**src/rtl/uart_tx.sv**
```systemverilog
// UART transmitter: one-entry holding register in front of a shift register.
// Define UART_PARITY_EN to add a parity bit after the data bits (PARITY_ODD selects odd parity).
module uart_tx #(
  parameter int DATA_WIDTH   = 8,
  parameter int CLKS_PER_BIT = 104,
  parameter int STOP_BITS    = 1
`ifdef UART_PARITY_EN
  ,
  parameter bit PARITY_ODD   = 1'b0
`endif
) (
  input  logic                  clk_i,
  input  logic                  rst_i,
  input  logic [DATA_WIDTH-1:0] tx_i,
  input  logic                  tx_i_v,
  output logic                  tx_i_rdy,
  output logic                  tx_o,
  output logic                  tx_o_v
);

  localparam int CW = (CLKS_PER_BIT > 1) ? $clog2(CLKS_PER_BIT) : 1;
  localparam int BW = $clog2(DATA_WIDTH + 1);
  localparam logic [CW-1:0] BAUD_LAST = CW'(CLKS_PER_BIT - 1);
  localparam logic [BW-1:0] DATA_LAST = BW'(DATA_WIDTH - 1);
  localparam logic [BW-1:0] STOP_LAST = BW'(STOP_BITS - 1);

  typedef enum logic [2:0] {
    IDLE,
    START,
    DATA,
`ifdef UART_PARITY_EN
    PARITY,
`endif
    STOP
  } state_t;

  state_t                state, state_n;
  logic [CW-1:0]         baud_cnt, baud_n;
  logic [BW-1:0]         bit_cnt, bit_n;
  logic [DATA_WIDTH-1:0] shifter, shifter_n, shifted;
  logic [DATA_WIDTH-1:0] hold_data, hold_data_n;
  logic                  hold_full, hold_full_n;
  logic                  tx_q, tx_n;
  logic                  accept, baud_done, load, take_direct;
  logic [DATA_WIDTH-1:0] load_data;
`ifdef UART_PARITY_EN
  logic                  parity_q, parity_n;
`endif

  assign accept    = tx_i_v && !hold_full && !rst_i;
  assign baud_done = (baud_cnt == BAUD_LAST);
  assign shifted   = shifter >> 1;
  assign tx_i_rdy  = !hold_full;
  assign tx_o      = tx_q;
  assign tx_o_v    = (state != IDLE) || hold_full;

  always_ff @(posedge clk_i) begin
    if (rst_i) begin
      state     <= IDLE;
      baud_cnt  <= '0;
      bit_cnt   <= '0;
      shifter   <= '0;
      hold_data <= '0;
      hold_full <= 1'b0;
      tx_q      <= 1'b1;
`ifdef UART_PARITY_EN
      parity_q  <= 1'b0;
`endif
    end else begin
      state     <= state_n;
      baud_cnt  <= baud_n;
      bit_cnt   <= bit_n;
      shifter   <= shifter_n;
      hold_data <= hold_data_n;
      hold_full <= hold_full_n;
      tx_q      <= tx_n;
`ifdef UART_PARITY_EN
      parity_q  <= parity_n;
`endif
    end
  end

  // tx_n is the line level for the cycle after this edge, so tx_o stays registered.
  always_comb begin
    state_n     = state;
    baud_n      = baud_done ? '0 : baud_cnt + 1'b1;
    bit_n       = bit_cnt;
    shifter_n   = shifter;
    hold_data_n = hold_data;
    hold_full_n = hold_full;
    tx_n        = tx_q;
    load        = 1'b0;
    load_data   = tx_i;
    take_direct = 1'b0;
`ifdef UART_PARITY_EN
    parity_n    = parity_q;
`endif

    case (state)
      IDLE: begin
        baud_n = '0;
        tx_n   = 1'b1;
        if (hold_full) begin
          load        = 1'b1;
          load_data   = hold_data;
          hold_full_n = 1'b0;
        end else if (accept) begin
          load        = 1'b1;
          take_direct = 1'b1;
        end
      end
      START: begin
        if (baud_done) begin
          state_n = DATA;
          bit_n   = '0;
          tx_n    = shifter[0];
        end
      end
      DATA: begin
        if (baud_done) begin
          if (bit_cnt == DATA_LAST) begin
            bit_n   = '0;
`ifdef UART_PARITY_EN
            state_n = PARITY;
            tx_n    = parity_q;
`else
            state_n = STOP;
            tx_n    = 1'b1;
`endif
          end else begin
            shifter_n = shifted;
            bit_n     = bit_cnt + 1'b1;
            tx_n      = shifted[0];
          end
        end
      end
`ifdef UART_PARITY_EN
      PARITY: begin
        if (baud_done) begin
          state_n = STOP;
          bit_n   = '0;
          tx_n    = 1'b1;
        end
      end
`endif
      STOP: begin
        tx_n = 1'b1;
        if (baud_done) begin
          if (bit_cnt == STOP_LAST) begin
            // A waiting byte starts immediately so frames stay back-to-back.
            if (hold_full) begin
              load        = 1'b1;
              load_data   = hold_data;
              hold_full_n = 1'b0;
            end else if (accept) begin
              load        = 1'b1;
              take_direct = 1'b1;
            end else begin
              state_n = IDLE;
            end
          end else begin
            bit_n = bit_cnt + 1'b1;
          end
        end
      end
      default: state_n = IDLE;
    endcase

    if (accept && !take_direct) begin
      hold_data_n = tx_i;
      hold_full_n = 1'b1;
    end

    if (load) begin
      state_n   = START;
      baud_n    = '0;
      bit_n     = '0;
      shifter_n = load_data;
      tx_n      = 1'b0;
`ifdef UART_PARITY_EN
      parity_n  = (^load_data) ^ PARITY_ODD;
`endif
    end
  end

endmodule

```
**config.mk**
```make
export PLATFORM = sky130hd
export DESIGN_NAME = uart_tx
export DESIGN_NICKNAME = d
export VERILOG_FILES = /design/src/rtl/uart_tx.sv
export SDC_FILE = /design/constraint.sdc
export NUM_CORES = 1
export LEC_CHECK = 0
export CAP_MARGIN = 30
export CORE_ASPECT_RATIO = 1.25
export CORE_MARGIN = 3
export CORE_UTILIZATION = 58
export DETAILED_ROUTE_END_ITERATION = 6
export GPL_TIMING_DRIVEN = 0
export PLACE_DENSITY_LB_ADDON = 0.2
export SETUP_SLACK_MARGIN = 0.1
export SLEW_MARGIN = 10
export SYNTH_ARGS = -nofsm -noshare
export SYNTH_HDL_FRONTEND = slang
export SYNTH_SLANG_ARGS = --single-unit
```
**constraint.sdc**
```tcl
create_clock -name clk_i -period 4.3 [get_ports clk_i]
set_input_delay 0.43 -clock clk_i [delete_from_list [all_inputs] [get_ports clk_i]]
set_output_delay 0.43 -clock clk_i [all_outputs]
set_load 0.03 [all_outputs]
```
==> results.md, run 1 <==
* Status: finished clean
* Post-Synthesis Net Count at 192
* DIE WIDTH at 52.6 um
* Setup bufs post-CTS at 0
* Area occupied by multi-input gates at 871 um^2
* Net count, final at 212
* CP arrival at 1830 ps
* Synthesized area at 0.00158 mm^2
* RSZ-0062 raised after global routing: no
* Number of fill cells at 204
* Max IR drop VDD at 0.308 mV
* Drt first pass iters at 4
* Critical path class: reg -> out
* H-tree depth at 2
* Slew @ Worst Pin at 474 ps
* Port buffer count at 13
* CTS Hold Bufs at 0
* Worst Hold Slack at 450 ps
* Global router's overall resource usage at 22.2%
* CP Max Fanout at 5
* Post-synthesis register bit count at 31
* Adder-cell share of the synthesized area at 6.35%
* Layout Skew at 8.25 ps
* Post-synthesis compound-gate area fraction at 16.2%
* Largest net degree at the start of global routing at 11
* DR iter-0 viols at 29
* Crit path capture type: output port
* Share of layout cells above drive strength 1 at 7.77%
* Post-CTS sizing at 0
* Max-slew violations at 0
* Reg clk slew, reported paths at 90 ps
* Initial antenna violation count at 0
* Synthesis-to-finish area growth at 14.5%
* Post-DP HPWL at 2440 um
* N_diodes at 0
* Max stage delay cell, worst path: clkdlybuf4s50_1
* Setup TNS at 0 ps
* TritonCTS clock tree: done
* Seq/Total Area, Yosys at 39.4%
* Latest clock arrival within the worst-skew pair at 330 ps
* Finished Core Util at 72.1%
* Total power at 0.915 mW
* CP Launch Type: flip-flop
* Xor-xnor portion of the synthesized cell area at 2.78%
* Longest Clk Path Bufs at 2
* Clock sink count at 31
* EDFF count, synth at 0
* Period minus WS final at 2260 ps
* Number of global-route vias before repair at 1313
* Max Fclk at 443 MHz
* Storage element area at 621 um^2
* Avg Cell Area, Syn at 9.11 um^2
* Die height at 64.3 um
* Root Driver: clkbuf_4
* Vias after detailed routing at 1311
* Num CTS Buffers at 5
* Leakage at 0.754 nW
* Mux cell area share after synthesis at 10.2%
* Simple-Gate Fraction of Synth Area at 19.8%
* Async S/R FF share, synth at 0%
* Crit path cell chain: inv_1, ha_1, nand2_1, clkdlybuf4s50_1
* RePlAce Congestion at 0.832
* Final wirelength at 3310 um
* Grt ovf at 0
* Main synth FF type: dfxtp_1
* I/O pins at 14
* Worst Path Required at 3870 ps
* Main combinational cell family by area after synthesis: simple AND/OR/NAND/NOR gates
* Starting Density at 63.0%
* Min-delay worst type: reg -> reg
* Slew HR at 68.3%
* Final setup viols at 0
* Vias per cell at 5.80
* First-pass GRT wire length at 5640 um
* Final hold vios at 0
* Post-route DRC at 0
* Tcrit/Tclk final at 52.5%
* Ys Warns at 0
* Reg2reg setup slack at 2140 ps
* Crit-path max cell delay at 670 ps
* Routed wire per std cell at 14.6 um
* Mapped Cells at 173
* Pwr/cell area at 507 mW/mm^2
* Max-cap violations at 0
* Post-DRT Antenna Nets at 0
* Rows at 20
* Area of the core at 0.00250 mm^2
* Cell variety after synth at 40
* Die area at 0.00338 mm^2
[Yosys cell counts (2+ instances only)]
library cell   n  area share (%)
xnor2_1        2             1.1
a221oi_1       7             3.9
inv_1          8             1.9
nor2b_1        2            0.79
xor2_1         3             1.7
dfxtp_1       31              39
ha_1           8             6.4
a21oi_1       10             3.2
or3_1          4             1.6
a211oi_1       8             3.8
nor2_1        29             6.9
nand2b_1       3             1.2
mux2i_1       16              10
nand2_1        5             1.2
o21ai_0        3            0.95
nor3_1         3            0.95
nand3_1        5             1.6
clkbuf_1       4            0.95
[registers in the layout (all words and copies together), names as in the netlist]
register / cells
hold_full: 1
bit_cnt: 4
tx_o: 1
state: 2
baud_cnt: 7
hold_data: 8
shifter: 8
[where the power goes]
part / total (mW) / internal (mW) / switching, mW / leakage, nW
Clock: 0.171 / 0.0756 / 0.0954 / 0.0341
Combinational: 0.368 / 0.156 / 0.211 / 0.467
Sequential: 0.376 / 0.341 / 0.0351 / 0.253
[layout make-up]
| class | count | share of cell area [%] |
|---|---|---|
| Buffer | 8 | 2.98 |
| Clock inverter | 1 | 0.278 |
| Multi-Input combinational cell | 126 | 48.3 |
| Inverter | 8 | 1.67 |
| Timing Repair Buffer | 13 | 7.22 |
| Clock buffer | 6 | 2.85 |
| Sequential cell | 31 | 34.4 |
| Tap cell | 33 | 2.29 |
[metal layers]
layer | part of all wire (%) | global-route usage (%) | wire length [um] | vias up
met2 | 50 | 37.3 | 1670 | 20
met4 | 2.3 | 10.2 | 77 | 0
li1 | - | - | - | 664
met1 | 44 | 25.1 | 1450 | 620
met3 | 3.4 | 6.53 | 111 | 7
met5 | 0 | 0 | 0 | -
[critical path, delay by kind of cell (launching register included)]
family / cells / cell delay, ps
buf+inv: 2 / 770
flops: 1 / 370
fa+ha+maj: 1 / 260
simple gates: 1 / 100
[path summary, 6_finish.rpt]
kind	start	endpoint	cells past startpoint
setup reg to reg	state[1]$_SDFFE_PP0P_	shifter[1]$_SDFFE_PP0P_	7
hold / removal	baud_cnt[0]$_SDFF_PP0_	baud_cnt[0]$_SDFF_PP0_	1
hold reg to reg	baud_cnt[0]$_SDFF_PP0_	baud_cnt[0]$_SDFF_PP0_	1
setup / recovery	state[0]$_SDFFE_PP0P_	tx_o_v	4
[logic make-up (layout without fill, tap and decap cells)]
logic type                 Yosys count  after routing
AOI/OAI and AO/OA                   36             36
xor gates and xnor gates             5              5
adders and majority gates            8              8
buffers and inverters               16             36
DFF                                 31             31
muxes                               16             16
and+or+nand+nor                     61             61
[placed cells by master (no fill, tap or decap), types with 4 or more instances in the layout]
master,count
inv_1,8
clkbuf_1,4
a211oi_1,8
clkdlybuf4s50_1,13
a21oi_1,10
or3_1,4
ha_1,8
nor2_1,29
nand2_1,5
a221oi_1,7
nand3_1,5
mux2i_1,16
clkbuf_4,5
dfxtp_1,31
[stage by stage]
step                      area [um^2]  setup WS, ps  instances
after floorplan                  1580          2390        173
after global routing             1800          1940        226
final                            1800          2040        226
after global placement           1750          2070        219
after CTS                        1800          2020        226
after detailed placement         1750          1980        219
(Power assumes the default switching activity.)
==> run 2: changes to the inputs <==
--- a/config.mk
+++ b/config.mk
@@ -8,7 +8,7 @@
 export CAP_MARGIN = 30
 export CORE_ASPECT_RATIO = 1.25
 export CORE_MARGIN = 3
-export CORE_UTILIZATION = 58
+export CORE_UTILIZATION = 56
 export DETAILED_ROUTE_END_ITERATION = 6
 export GPL_TIMING_DRIVEN = 0
 export PLACE_DENSITY_LB_ADDON = 0.2
==> constraint.sdc (replaced) <==
create_clock -name clk_i -period 2.25 [get_ports clk_i]
set_input_delay 0.225 -clock clk_i [delete_from_list [all_inputs] [get_ports clk_i]]
set_output_delay 0.225 -clock clk_i [all_outputs]
set_load 0.03 [all_outputs]
==> results.md, run 2 (synthesis results as in run 1) <==
* Status: finished clean
* Root Driver: clkbuf_4
* Final setup viols at 0 (unchanged)
* Number of global-route vias before repair at 1305 (-0.61%)
* Max-cap violations at 0 (unchanged)
* Storage element area at 623 um^2 (+0.40%)
* Biggest regs: hold_data: 8 flops, shifter: 8 flops, baud_cnt: 7 flops
* Max-slew violations at 0 (unchanged)
* CP top delay family: simple AND/OR/NAND/NOR gates
* Most frequent cells in the layout: 29 x nor2_1, 29 x dfxtp_1, 16 x mux2i_1
* Initial antenna violation count at 0 (unchanged)
* Comb power frac at 41.9% (+1.7 points)
* Switching Share at 38.5% (+1.2 points)
* Latest clock arrival within the worst-skew pair at 330 ps (about the same)
* Num CTS Buffers at 5 (unchanged)
* Min-delay worst type: reg -> reg
* Max Fclk at 482 MHz
* Crit path cell chain: inv_1, ha_2, and4bb_2, a31oi_2, or3_1, buf_6, buf_8, a311o_1
* Final wirelength at 3460 um (+4.6%)
* Post-route DRC at 0 (unchanged)
* Area after DPL at 0.00175 mm^2 (unchanged)
* Setup TNS at 0 ps (unchanged)
* Port buffer count at 13 (unchanged)
* CP Max Fanout at 10 (+5)
* Tcrit/Tclk final at 92.2%
* Crit path capture type: flip-flop
* Synthesis-to-finish area growth at 18.1%
* Layout Skew at 10.6 ps (+2.36 ps)
* Pwr/cell area at 955 mW/mm^2 (+88%)
* Net count, final at 213 (+0.47%)
* Grt ovf at 0 (unchanged)
* Global router's overall resource usage at 22.1% (-0.088 points)
* H-tree depth at 2 (unchanged)
* Leakage at 0.770 nW (+2.1%)
* Power Internal at 1.09 mW (+90%)
* Vias per cell at 5.93 (+2.3%)
* Post-DRT Antenna Nets at 0 (unchanged)
* Max stage delay cell, worst path: dfxtp_1
* TritonCTS clock tree: done
* Rows at 20 (unchanged)
* RSZ-0062 raised after global routing: no
* I/O pins at 14 (unchanged)
* Final hold vios at 0 (unchanged)
* Slew HR at 70.7% (+2.4 points)
* Reg clk slew, reported paths at 90 ps (about the same)
* Largest net degree at the start of global routing at 11 (unchanged)
* Max IR drop VDD at 0.714 mV (+130%)
* Final instance area at 0.00186 mm^2 (+3.2%)
* Clock network power share at 17.1% (-1.6 points)
* Sequential Power Share at 41.0% (about the same)
* Slew @ Worst Pin at 439 ps (-34.8 ps)
* Total power at 1.78 mW (+94%)
* Drt first pass iters at 4 (unchanged)
* Share of layout cells above drive strength 1 at 13.3% (+5.6 points)
* Critical path class: reg -> reg
* First-pass GRT wire length at 5660 um (+0.25%)
* CP Launch Type: flip-flop
* Worst Path Required at 2480 ps (-1390 ps)
* Longest Clk Path Bufs at 2 (unchanged)
* Routed wire per std cell at 15.2 um (+3.7%)
* Starting Density at 61.7% (-1.2 points)
* Area occupied by multi-input gates at 922 um^2 (+5.9%)
* RePlAce Congestion at 0.840 (+0.93%)
* DIE WIDTH at 53.4 um (+1.6%)
* Post-DP HPWL at 2470 um (+1.2%)
* N_diodes at 0 (unchanged)
* Worst Hold Slack at 450 ps (+0.559 ps)
* DR iter-0 viols at 55 (+90%)
* Buffer and inverter count on the worst path at 3 (+1)
* Vias after detailed routing at 1353 (+3.2%)
* Die area at 0.00349 mm^2 (+3.2%)
* Number of fill cells at 198 (-2.9%)
* Area of the core at 0.00255 mm^2 (+2.0%)
* Die height at 65.3 um (+1.6%)
* CP arrival at 2300 ps (+470 ps)
* Crit-path max cell delay at 350 ps (-320 ps)
* Sw power at 0.685 mW (+100%)
* Setup bufs post-CTS at 0 (unchanged)
* Clock sink count at 31 (unchanged)
* Period minus WS final at 2070 ps
[run 2: cell count changes in the layout (fill, tap and decap cells not counted), sizes merged]
cell	previous run	this run
clkbuf	10	11
buf	4	5
dlymetal6s2s	0	1
clkdlybuf4s50	13	12
[run 2: path summary, 6_finish.rpt]
kind | end | slack (ps) | startpoint | depth (start not counted)
worst max-delay path | tx_o$_SDFFE_PP1P_ | 180 | bit_cnt[0]$_SDFFE_PP0P_ | 8
worst min-delay path | baud_cnt[0]$_SDFF_PP0_ | 450 | baud_cnt[0]$_SDFF_PP0_ | 1
worst max register to register | tx_o$_SDFFE_PP1P_ | 180 | bit_cnt[0]$_SDFFE_PP0P_ | 8
worst min register to register | baud_cnt[0]$_SDFF_PP0_ | 450 | baud_cnt[0]$_SDFF_PP0_ | 1
[run 2: timing repair]
item                                    in CTS  in global routing
hold buffers                                 0                  0
endpoints found under the setup margin       0                 22
resized for setup                            0                 17
[run 2: layout make-up]
class,count,area share [%]
Buffer,8,3.03
Clock buffer,7,2.42
Timing Repair Buffer,14,7.40
Clock inverter,1,0.269
Inverter,8,1.61
Sequential cell,31,33.5
Tap cell,33,2.22
Multi-Input combinational cell,126,49.6
[run 2: metal layers]
layer  routed length (um)  vias to the layer above  share of wire [%]  global-route usage [%]
met3                  134                       11                3.9                    7.71
met1                 1490                      644                 43                    24.7
li1                     -                      667                  -                       -
met2                 1720                       31                 50                    37.0
met4                  115                        0                3.3                    9.58
met5                    0                        -                  0                       0
[run 2: through the flow]
step,std cells,util (%),setup slack (ps)
after floorplan,173,-,341
after global routing,228,72.9,100
after CTS,227,70.4,107
final,228,72.9,176
after global placement,219,68.4,196
after detailed placement,219,68.4,122
[run 2: worst register-to-register path, stage by stage, from the launching register on]
cell	delay (ps)
dfxtp_1	350
inv_1	70
ha_2	190
and4bb_2	270
a31oi_2	140
or3_1	350
buf_6	160
buf_8	140
a311o_1	300
[run 2: power groups by stage]
stage | Combinational (mW) | Clock, mW | Sequential, mW
after floorplan | 0.500 | 0 | 0.729
after global placement | 0.670 | 0 | 0.722
after detailed placement | 0.694 | 0 | 0.731
after CTS | 0.700 | 0.309 | 0.718
after global routing | 0.815 | 0.330 | 0.738
final | 0.744 | 0.303 | 0.729
==> run 3: changes to the inputs <==
--- a/config.mk
+++ b/config.mk
@@ -12,6 +12,7 @@
 export DETAILED_ROUTE_END_ITERATION = 6
 export GPL_TIMING_DRIVEN = 0
 export PLACE_DENSITY_LB_ADDON = 0.2
+export RECOVER_POWER = 50
 export SETUP_SLACK_MARGIN = 0.1
 export SLEW_MARGIN = 10
 export SYNTH_ARGS = -nofsm -noshare
==> results.md, run 3 (synthesis results as in run 1) <==
* Starting Density at 61.7% (unchanged)
* Reg clk slew, reported paths at 90 ps (about the same)
* Cells after DPL at 219 (unchanged)
* I/O pins at 14 (unchanged)
* Max-slew violations at 0 (unchanged)
* Post-route DRC at 0 (unchanged)
* RSZ-0062 raised after global routing: no
* Routed wire per std cell at 15.2 um (+0.26%)
* CP Launch Type: flip-flop
* Vias per cell at 5.94 (about the same)
* RePlAce Congestion at 0.840 (unchanged)
* Die height at 65.3 um (unchanged)
* Clock sink count at 31 (unchanged)
* Biggest regs: hold_data: 8 flops, shifter: 8 flops, baud_cnt: 7 flops
* Finished Layout Cells at 228 (unchanged)
* Post-DP HPWL at 2470 um (unchanged)
* N_diodes at 0 (unchanged)
* Drt first pass iters at 4 (unchanged)
* Latest clock arrival within the worst-skew pair at 330 ps (about the same)
* Most frequent cells in the layout: 29 x nor2_1, 29 x dfxtp_1, 16 x mux2i_1
* Crit path capture type: flip-flop
* Finished Core Util at 72.5% (-0.39 points)
* Pwr/cell area at 950 mW/mm^2 (-0.44%)
* Initial antenna violation count at 0 (unchanged)
* Tcrit/Tclk final at 92.2% (about the same)
* Port buffer count at 13 (unchanged)
* Grt ovf at 0 (unchanged)
* CP arrival at 2300 ps (about the same)
* Net count, final at 213 (unchanged)
* Synthesis-to-finish area growth at 17.5%
* Status: finished clean
* Die area at 0.00349 mm^2 (unchanged)
* Reg2reg end: tx_o$_SDFFE_PP1P_
* Max IR drop VDD at 0.680 mV (-4.9%)
* Longest Clk Path Bufs at 2 (unchanged)
* First-pass GRT wire length at 5660 um (unchanged)
* Area of the core at 0.00255 mm^2 (unchanged)
* Post-DRT Antenna Nets at 0 (unchanged)
* Number of fill cells at 202 (+2.0%)
* Max-cap violations at 0 (unchanged)
* Leakage at 0.750 nW (-2.6%)
* Vias after detailed routing at 1354 (+0.074%)
* Reg2reg setup slack at 170 ps (about the same)
* Root Driver: clkbuf_4
* TritonCTS clock tree: done
* Min-delay worst type: reg -> reg
* Number of global-route vias before repair at 1305 (unchanged)
* DR iter-0 viols at 57 (+3.6%)
* CP Max Fanout at 10 (unchanged)
* H-tree depth at 2 (unchanged)
* Num CTS Buffers at 5 (unchanged)
* Setup bufs post-CTS at 0 (unchanged)
* Origin of the critical flop-to-flop path: bit_cnt[0]$_SDFFE_PP0P_
* Crit path cell chain: inv_1, ha_2, and4bb_2, a31oi_2, or3_1, buf_6, buf_8, a311o_1
* Reg2Reg Depth at 8 (unchanged)
* Worst Path Required at 2480 ps (about the same)
* Final wirelength at 3470 um (+0.26%)
* Worst Hold Slack at 450 ps (-0.00600 ps)
* Setup TNS at 0 ps (unchanged)
* Largest net degree at the start of global routing at 11 (unchanged)
* Share of layout cells above drive strength 1 at 12.8% (-0.51 points)
* Slew @ Worst Pin at 433 ps (-5.83 ps)
* Period minus WS final at 2080 ps (+1.48 ps)
* Beginning of the critical path: bit_cnt[0]$_SDFFE_PP0P_
* Crit-path max cell delay at 350 ps (about the same)
* DIE WIDTH at 53.4 um (unchanged)
* Global router's overall resource usage at 22.1% (unchanged)
* Critical path class: reg -> reg
* Rows at 20 (unchanged)
* Slew HR at 71.1% (+0.39 points)
* Layout Skew at 9.69 ps (-0.922 ps)
* CP Capture Point: tx_o$_SDFFE_PP1P_
* Final hold vios at 0 (unchanged)
* Max stage delay cell, worst path: dfxtp_1
* Max Fclk at 482 MHz (about the same)
* Final setup viols at 0 (unchanged)
* Total power at 1.76 mW (-0.98%)
run 3: cell count changes in the layout (fill, tap and decap cells not counted), sizes merged:
cell and change:
clkbuf +2, clkdlybuf4s50 -2, dlygate4sd3 +2, buf -1, dlymetal6s2s -1
run 3: area by class of cell:
| class | instances | area (um^2) | area share (%) |
|---|---|---|---|
| timing repair buffer | 14 | 128 | 6.90 |
| buffer | 8 | 56.3 | 3.04 |
| clock inverter | 1 | 5.00 | 0.270 |
| clock buffer | 7 | 45.0 | 2.43 |
| sequential | 31 | 623 | 33.7 |
| multi-input combinational | 126 | 922 | 49.8 |
| tap | 33 | 41.3 | 2.23 |
| inverter | 8 | 30.0 | 1.62 |
run 3: stage by stage:
step / area [um^2] / worst slack (ps)
finish: 1850 / 175
floorplan: 1580 / 341
CTS: 1800 / 107
global placement: 1750 / 196
detailed placement: 1750 / 122
global route: 1850 / 50.9
run 3: metal layers:
metal | global-route usage, % | vias up | share of wire (%)
li1 | - | 668 | -
met1 | 24.7 | 646 | 43
met2 | 37.0 | 31 | 49
met3 | 7.71 | 9 | 3.9
met4 | 9.58 | 0 | 3.2
met5 | 0 | - | 0
run 3: critical path: cells and delay by family (launching register included):
family	cells	cell delay, ps
simple gates	2	620
buf+inv	3	370
fa+ha+maj	1	190
compound gates	2	440
flops	1	350
run 3: report_power, final:
part	internal (mW)	switching (mW)	total, mW
sequential	0.654	0.0741	0.728
clock	0.122	0.181	0.303
combinational	0.299	0.428	0.727
run 3: worst min-delay path by stage:
stage / start / to / cells after the start
finish: baud_cnt[0]$_SDFF_PP0_ / baud_cnt[0]$_SDFF_PP0_ / 1
CTS: baud_cnt[0]$_SDFF_PP0_ / baud_cnt[0]$_SDFF_PP0_ / 1
detailed placement: baud_cnt[0]$_SDFF_PP0_ / baud_cnt[0]$_SDFF_PP0_ / 1
floorplan: tx_i[0] / hold_data[0]$_SDFFE_PP0P_ / 2
global route: baud_cnt[0]$_SDFF_PP0_ / baud_cnt[0]$_SDFF_PP0_ / 1
global placement: baud_cnt[0]$_SDFF_PP0_ / baud_cnt[0]$_SDFF_PP0_ / 1
run 3: repair_timing:
item                       in CTS  in global routing
gates resized for setup         0                 17
hold buffers                    0                  0
setup endpoints to repair       0                 22
